===== src/rtl/sensor_responder.sv =====
// sensor_responder: on request, acquires averaged ADC samples and counts pulse
// rising edges over a fixed window. It then holds one response record until the
// requester accepts it.
//
// Handshake: rsp_valid rises when the window closes and stays high until an edge
// samples rsp_valid=1 and rsp_ready=1. temp/pulses/error do not change while
// rsp_valid=1, and they keep their values after the handshake until the next
// window closes. rsp_ready has no effect outside RESPOND.
module sensor_responder #(
   parameter int AVG_SAMPLES   = 4,
   parameter int WINDOW_CYCLES = 1024
) (
   input  logic        clock,
   input  logic        reset,
   input  logic        sensor_request,
   input  logic [11:0] adc_inp,
   input  logic        adc_valid,
   input  logic        pulse,
   input  logic        rsp_ready,
   output logic        rsp_valid,
   output logic [7:0]  temp,
   output logic [7:0]  pulses,
   output logic        error,
   output logic        busy,
   output logic [1:0]  fsm_state
);

   localparam int SH = $clog2(AVG_SAMPLES);
   localparam int AW = 12 + SH;
   localparam int CW = SH + 1;
   localparam logic [CW-1:0] FULL_CNT = CW'(AVG_SAMPLES);
   localparam logic [15:0]   LAST_WIN = 16'(WINDOW_CYCLES - 1);

   typedef enum logic [1:0] {
      IDLE    = 2'd0,
      ACQUIRE = 2'd1,
      RESPOND = 2'd2
   } state_t;

   state_t          state;
   logic [AW-1:0]   acc;
   logic [CW-1:0]   cnt;
   logic [15:0]     win;
   logic [7:0]      pcnt;
   logic            pulse_prev;

   logic [AW-1:0]   acc_next;
   logic [CW-1:0]   cnt_next;
   logic [7:0]      pcnt_next;

   assign fsm_state = state;

   // Values the accumulators take this edge, so that events on the last window
   // cycle are already included when the response is latched.
   always_comb begin
      acc_next  = acc;
      cnt_next  = cnt;
      pcnt_next = pcnt;
      if (adc_valid && (cnt < FULL_CNT)) begin
         acc_next = acc + AW'(adc_inp);
         cnt_next = cnt + CW'(1);
      end
      if (pulse && !pulse_prev && (pcnt != 8'hFF)) begin
         pcnt_next = pcnt + 8'd1;
      end
   end

   // Control FSM with registered outputs and acquisition counters.
   always_ff @(posedge clock or negedge reset) begin
      if (!reset) begin
         state      <= IDLE;
         rsp_valid  <= 1'b0;
         busy       <= 1'b0;
         error      <= 1'b0;
         temp       <= 8'h00;
         pulses     <= 8'h00;
         acc        <= '0;
         cnt        <= '0;
         win        <= '0;
         pcnt       <= '0;
         pulse_prev <= 1'b0;
      end else begin
         case (state)
            IDLE: begin
               if (sensor_request) begin
                  state      <= ACQUIRE;
                  busy       <= 1'b1;
                  acc        <= '0;
                  cnt        <= '0;
                  win        <= '0;
                  pcnt       <= '0;
                  pulse_prev <= pulse;
               end
            end
            ACQUIRE: begin
               acc        <= acc_next;
               cnt        <= cnt_next;
               pcnt       <= pcnt_next;
               pulse_prev <= pulse;
               if (win == LAST_WIN) begin
                  state     <= RESPOND;
                  rsp_valid <= 1'b1;
                  pulses    <= pcnt_next;
                  if (cnt_next == FULL_CNT) begin
                     // Mean of the samples, then keep the top 8 of its 12 bits.
                     temp  <= acc_next[SH+11:SH+4];
                     error <= 1'b0;
                  end else begin
                     temp  <= 8'h00;
                     error <= 1'b1;
                  end
               end else begin
                  win <= win + 16'd1;
               end
            end
            RESPOND: begin
               if (rsp_ready) begin
                  state     <= IDLE;
                  rsp_valid <= 1'b0;
                  busy      <= 1'b0;
               end
            end
            default: begin
               state     <= IDLE;
               rsp_valid <= 1'b0;
               busy      <= 1'b0;
            end
         endcase
      end
   end

endmodule


===== config.mk =====
export PLATFORM = sky130hd
export DESIGN_NAME = sensor_responder
export DESIGN_NICKNAME = d
export VERILOG_FILES = /design/src/rtl/sensor_responder.sv
export SDC_FILE = /design/constraint.sdc
export NUM_CORES = 1
export LEC_CHECK = 0
export ABC_CLOCK_PERIOD_IN_PS = 2200
export CORE_MARGIN = 10
export CORE_UTILIZATION = 56
export CTS_CLUSTER_DIAMETER = 200
export DETAILED_ROUTE_END_ITERATION = 16
export HOLD_SLACK_MARGIN = 0.15
export PLACE_DENSITY = 0.87
export SYNTH_ARGS = -nofsm -noshare
export SYNTH_HDL_FRONTEND = slang
export SYNTH_SLANG_ARGS = --single-unit
export TNS_END_PERCENT = 1

===== constraint.sdc =====
create_clock -name clock -period 2.2 [get_ports clock]
set_input_delay 0.33 -clock clock [delete_from_list [all_inputs] [get_ports clock]]
set_output_delay 0.33 -clock clock [all_outputs]
set_load 0.05 [all_outputs]

* Yosys cells after proc, flatten, opt, wreduce, memory -nomap -nowiden
Index checks and enable logic that the tools add are counted.
** Storage, ports and cells
- Flip-flop bits (word level) :: 63
- Input port bits :: 18
** Operators by class
- $add $sub $neg :: 4
- Magnitude comparators :: 1
- Eq/ne operators :: 10
- Muxes and demuxes :: 25
- Bitwise operators :: 2
- Reduce and logical (&&, ||, !) cells :: 13
** Operators by type and width (number)
- $mux 16 :: 2
- $pmux 16 s2 :: 1
- $mux 14 :: 2
- $pmux 14 s2 :: 1
- $mux 8 :: 3
- $add 16x1->16 const B :: 1
- $eq 16x10->1 const B :: 1
- $pmux 8 s2 :: 1
- $reduce_and 3->1 :: 5
- $add 14x12->14 :: 1
- $ne 2x2->1 const B :: 5
- $add 8x1->8 const B :: 1
- $ne 8x8->1 const B :: 1
- $mux 2 :: 3
- $mux 3 :: 2
- $pmux 1 s3 :: 2
- $pmux 2 s3 :: 1
- $pmux 3 s2 :: 1
- $mux 1 :: 5
- $reduce_and 2->1 :: 2
- $add 3x1->3 const B :: 1
- $eq 3x3->1 const B :: 1
- $logic_and 1x1->1 :: 3
- $lt 3x3->1 const B :: 1
- other kinds (7) :: 8

* Logic depth before layout (Yosys ltp)
- Depth after elaboration :: 5
- Depth in mapped cells :: 10

* Worst setup path before layout
OpenSTA, ideal clock, no wires.
- Path type :: reg2reg
- Start point :: reg state[0] (netlist: fsm_state[0])
- End point :: reg win[13]
- Arrival time :: 2087 ps
- Data required time :: 2068 ps
- Slack :: -19 ps
- Stages on the path, launching flop included :: 9
- Path buffers :: 2
- Clock period less this slack :: 2219 ps
- Cell sequence :: dfrtp_1 > buf_4 > nor2b_1 > buf_2 > o41ai_4 > a2111oi_2 > nand3_1 > xor2_1 > nor2_1
** Between the ends
- Longest elaborated chain between the ends :: 3
- Elaborated cells on any way between the ends :: 7
** RTL lines
- start, declared :: line 40 : state_t state;
- start signal, assigned :: line 71 : state <= IDLE;
- start signal, assigned :: line 86 : state <= ACQUIRE;
- start signal, assigned :: line 101 : state <= RESPOND;
- $eq 2x1->1 or $logic_not 2->1 (tied branches) :: line 83 : case (state)
- $ne 2x2->1 (no source line) or $reduce_bool 2->1 (tied branches)
- $reduce_and 3->1 (no source line)
- end signal, assigned :: line 113 : win <= win + 16'd1;
- end, declared :: line 43 : logic [15:0] win;
Several ways; a longest one is shown, not always the timed one.
A chain may end at the register's enable or synchronous reset.

* Final worst setup path
- Start point :: in adc_inp[1]
- End point :: reg temp[3]
** Between the ends
- Longest elaborated chain between the ends :: 3
** RTL lines
- start, declared :: line 16 : input logic [11:0] adc_inp,
- $add 14x12->14 :: line 60 : acc_next = acc + AW'(adc_inp);
- $mux 14 :: line 59 : if (adc_valid && (cnt < FULL_CNT)) begin
- $mux 8 :: line 104 : if (cnt_next == FULL_CNT) begin
- end signal, assigned :: line 106 : temp <= acc_next[SH+11:SH+4];
- end, declared :: line 21 : output logic [7:0] temp,
Every way passes these cells. The select of a mux whose other input is x is not followed.

==> metrics <==
Final min period 2.22 ns; initial antenna violation count 0; Die Footprint 0.00969 mm²; commonest non-fill, non-tap cell in the layout dfrtp_1; Worst Slack Setup Final -0.0223 ns; Final HPWL DP 5890 µm; P_int 2.86 mW; sequential area share after synthesis 0.458; asr flop ratio synth 1.00; die height 98.4 µm; Core Footprint 0.00596 mm²; outcome complete, but fails checks; Final Cycle Share 1.01; layout cells sized above 1 0.163; Worst R2R Path Depth 8; Syn Area/Cell 9.41 µm²; CTS Buffer Depth 2; CP max FO 2; violated checks negative setup slack; Detailed Route WL 8260 µm; Hold Path Stages 3; post-synthesis register bit count 63; std cell rows 28; via count 3028; Post-Syn Instances 366; most frequent cells in the layout dfrtp_1, nand2_1, clkdlybuf4s50_1; first-pass GRT wire length 13800 µm; sw frac 0.366; Area Growth Syn to Fin 28.3%; DR pass1 iterations 5; pre-CTS setup slack -0.523 ns; VDD IR max 725 µV; clock tree from TritonCTS built; Max Slew Vio Count 0; RSZ-0062 raised after global routing yes; Distinct cells, synth 54; Post-synth EDFFs 0; Worst setup EP type register; switching pwr 1.65 mW; Setup CP Type in2reg; Lkg Pwr 2.02 nW; Num CTS Buffers 9; synth warn 0; Worst-Skew Late Latency 0.34 ns; DR WL/cell 16.0 µm; drt initial violations 206; setup violators final 1; H-tree lvl count 3; Comb pwr share 0.409; Max-cap violations 0; ys flop type dfrtp_1; I/O pin cnt 39; ANT cells 0; Placed Cells 499; Mapped Area 0.00344 mm²; skew final 0.00948 ns; DR vias/cell 5.85; Root Driver clkbuf_8; Num Clock Sinks 63; Finished Cell Area 0.00442 mm²; DRT antenna net count 0; crit start category primary input; largest net degree at the start of global routing 64; Final Hold Violating Endpoints 0; Worst EP arrival 2.45 ns; Remaining DRCs 0; worst hold path class in2reg; Worst Max-Slew Pin Slew 0.991 ns; Hold Worst Slack 0.387 ns; sequential cell fraction of total power 0.362; slew margin rel. 0.337; non-filler cells, final 518; # port buffers 38; Final Total Pwr 4.50 mW; GRT Util Overall 0.168; Peak Freq 450 MHz; placed instance area 0.00411 mm²; vias in the first global route 3007; total global routing overflow 0; GPL Wtd Cong 0.878; width of the die 98.4 µm; Initial Utilization 0.578; clock-pin slew on the worst setup and hold paths 0.07 ns; fin nets 472; syn_nets 400; Clock Power Share 0.230; pwr dens 1020 mW/mm²; Worst EP required 2.43 ns
## critical path, stage by stage
cell	delay, ns
clkdlybuf4s50_1	0.44
ha_1	0.30
a21o_1	0.14
nand4_1	0.13
and2_1	0.19
or2_2	0.31
a31oi_2	0.18
xnor2_1	0.11
a221o_1	0.32
## synth_stat cells (all sizes together), types with 5 or more instances
cell type | n | area share
ha | 15 | 0.055
a31oi | 5 | 0.0091
dfrtp | 63 | 0.46
xnor2 | 16 | 0.041
and2 | 5 | 0.0091
xor2 | 16 | 0.041
nor2 | 34 | 0.037
inv | 10 | 0.011
clkbuf | 6 | 0.0065
a22o | 7 | 0.018
and3 | 6 | 0.011
nand2 | 54 | 0.059
o21ai | 35 | 0.051
a21oi | 19 | 0.028
nand3 | 12 | 0.019
a21o | 5 | 0.011
buf | 5 | 0.0076
## per-layer routing
layer  wire (µm)  GRT usage
met1        3360      0.202
met2        4220      0.281
met3         542     0.0412
met4         142     0.0706
met5           0          0
## power groups by stage
| stage | clock network (mW) | logic, mW | registers, mW |
|---|---|---|---|
| finish | 1.03 | 1.84 | 1.63 |
| global placement | 0 | 1.60 | 1.62 |
| global route | 1.10 | 2.03 | 1.66 |
| CTS | 1.05 | 1.75 | 1.62 |
| floorplan | 0 | 1.13 | 1.58 |
| detailed placement | 0 | 1.68 | 1.64 |
## stage by stage
step,TNS (ns),util
floorplan,0,-
global placement,-3.44,0.690
detailed placement,-4.41,0.690
CTS,-0.0102,0.732
global route,-0.215,0.742
finish,-0.0223,0.742
## registers in the layout (all words and copies together) (netlist names), 2 cells and up
register,cells
acc,14
cnt,3
fsm_state,2
pcnt,8
pulses,8
temp,8
win,16
## cell type report
class                           count  area, µm²
Multi-Input combinational cell    282       1850
Sequential cell                    63       1580
Fill cell                         395       1540
Timing Repair Buffer               72        648
Clock buffer                       11        151
Tap cell                           75       93.8
Clock inverter                      5       56.3
Inverter                           10       37.5
## repair_timing
item / in CTS / in global routing
endpoints found under the hold margin: 63 / 0
setup endpoints to repair: 5 / 19
resized for setup: 7 / 13
pin swaps: 3 / 8
buffers inserted: 2 / 0
hold buffers: 1 / 0
## final timing paths
check | start | to | slack, ns
max reg2reg | acc[1] | temp[3] | 0
min reg2reg | pulses[3] | pulses[3] | 0.48
max | adc_inp[1] | temp[3] | -0.02
min in group asynchronous | reset | temp[1] | 0.52
min | adc_inp[0] | acc[0] | 0.39
max in group asynchronous | reset | fsm_state[0] | 1.36
## cell families after synthesis
kind of cell,count (synthesis),share of synthesized area
adders and majority gates,16,0.0603
DFF,63,0.458
AOI/OAI and AO/OA,94,0.181
muxes,3,0.00908
xor gates and xnor gates,32,0.0814
and+or+nand+nor,137,0.186
buffers and inverters,21,0.0251
No activity file was read; power rests on OpenSTA's default activity.
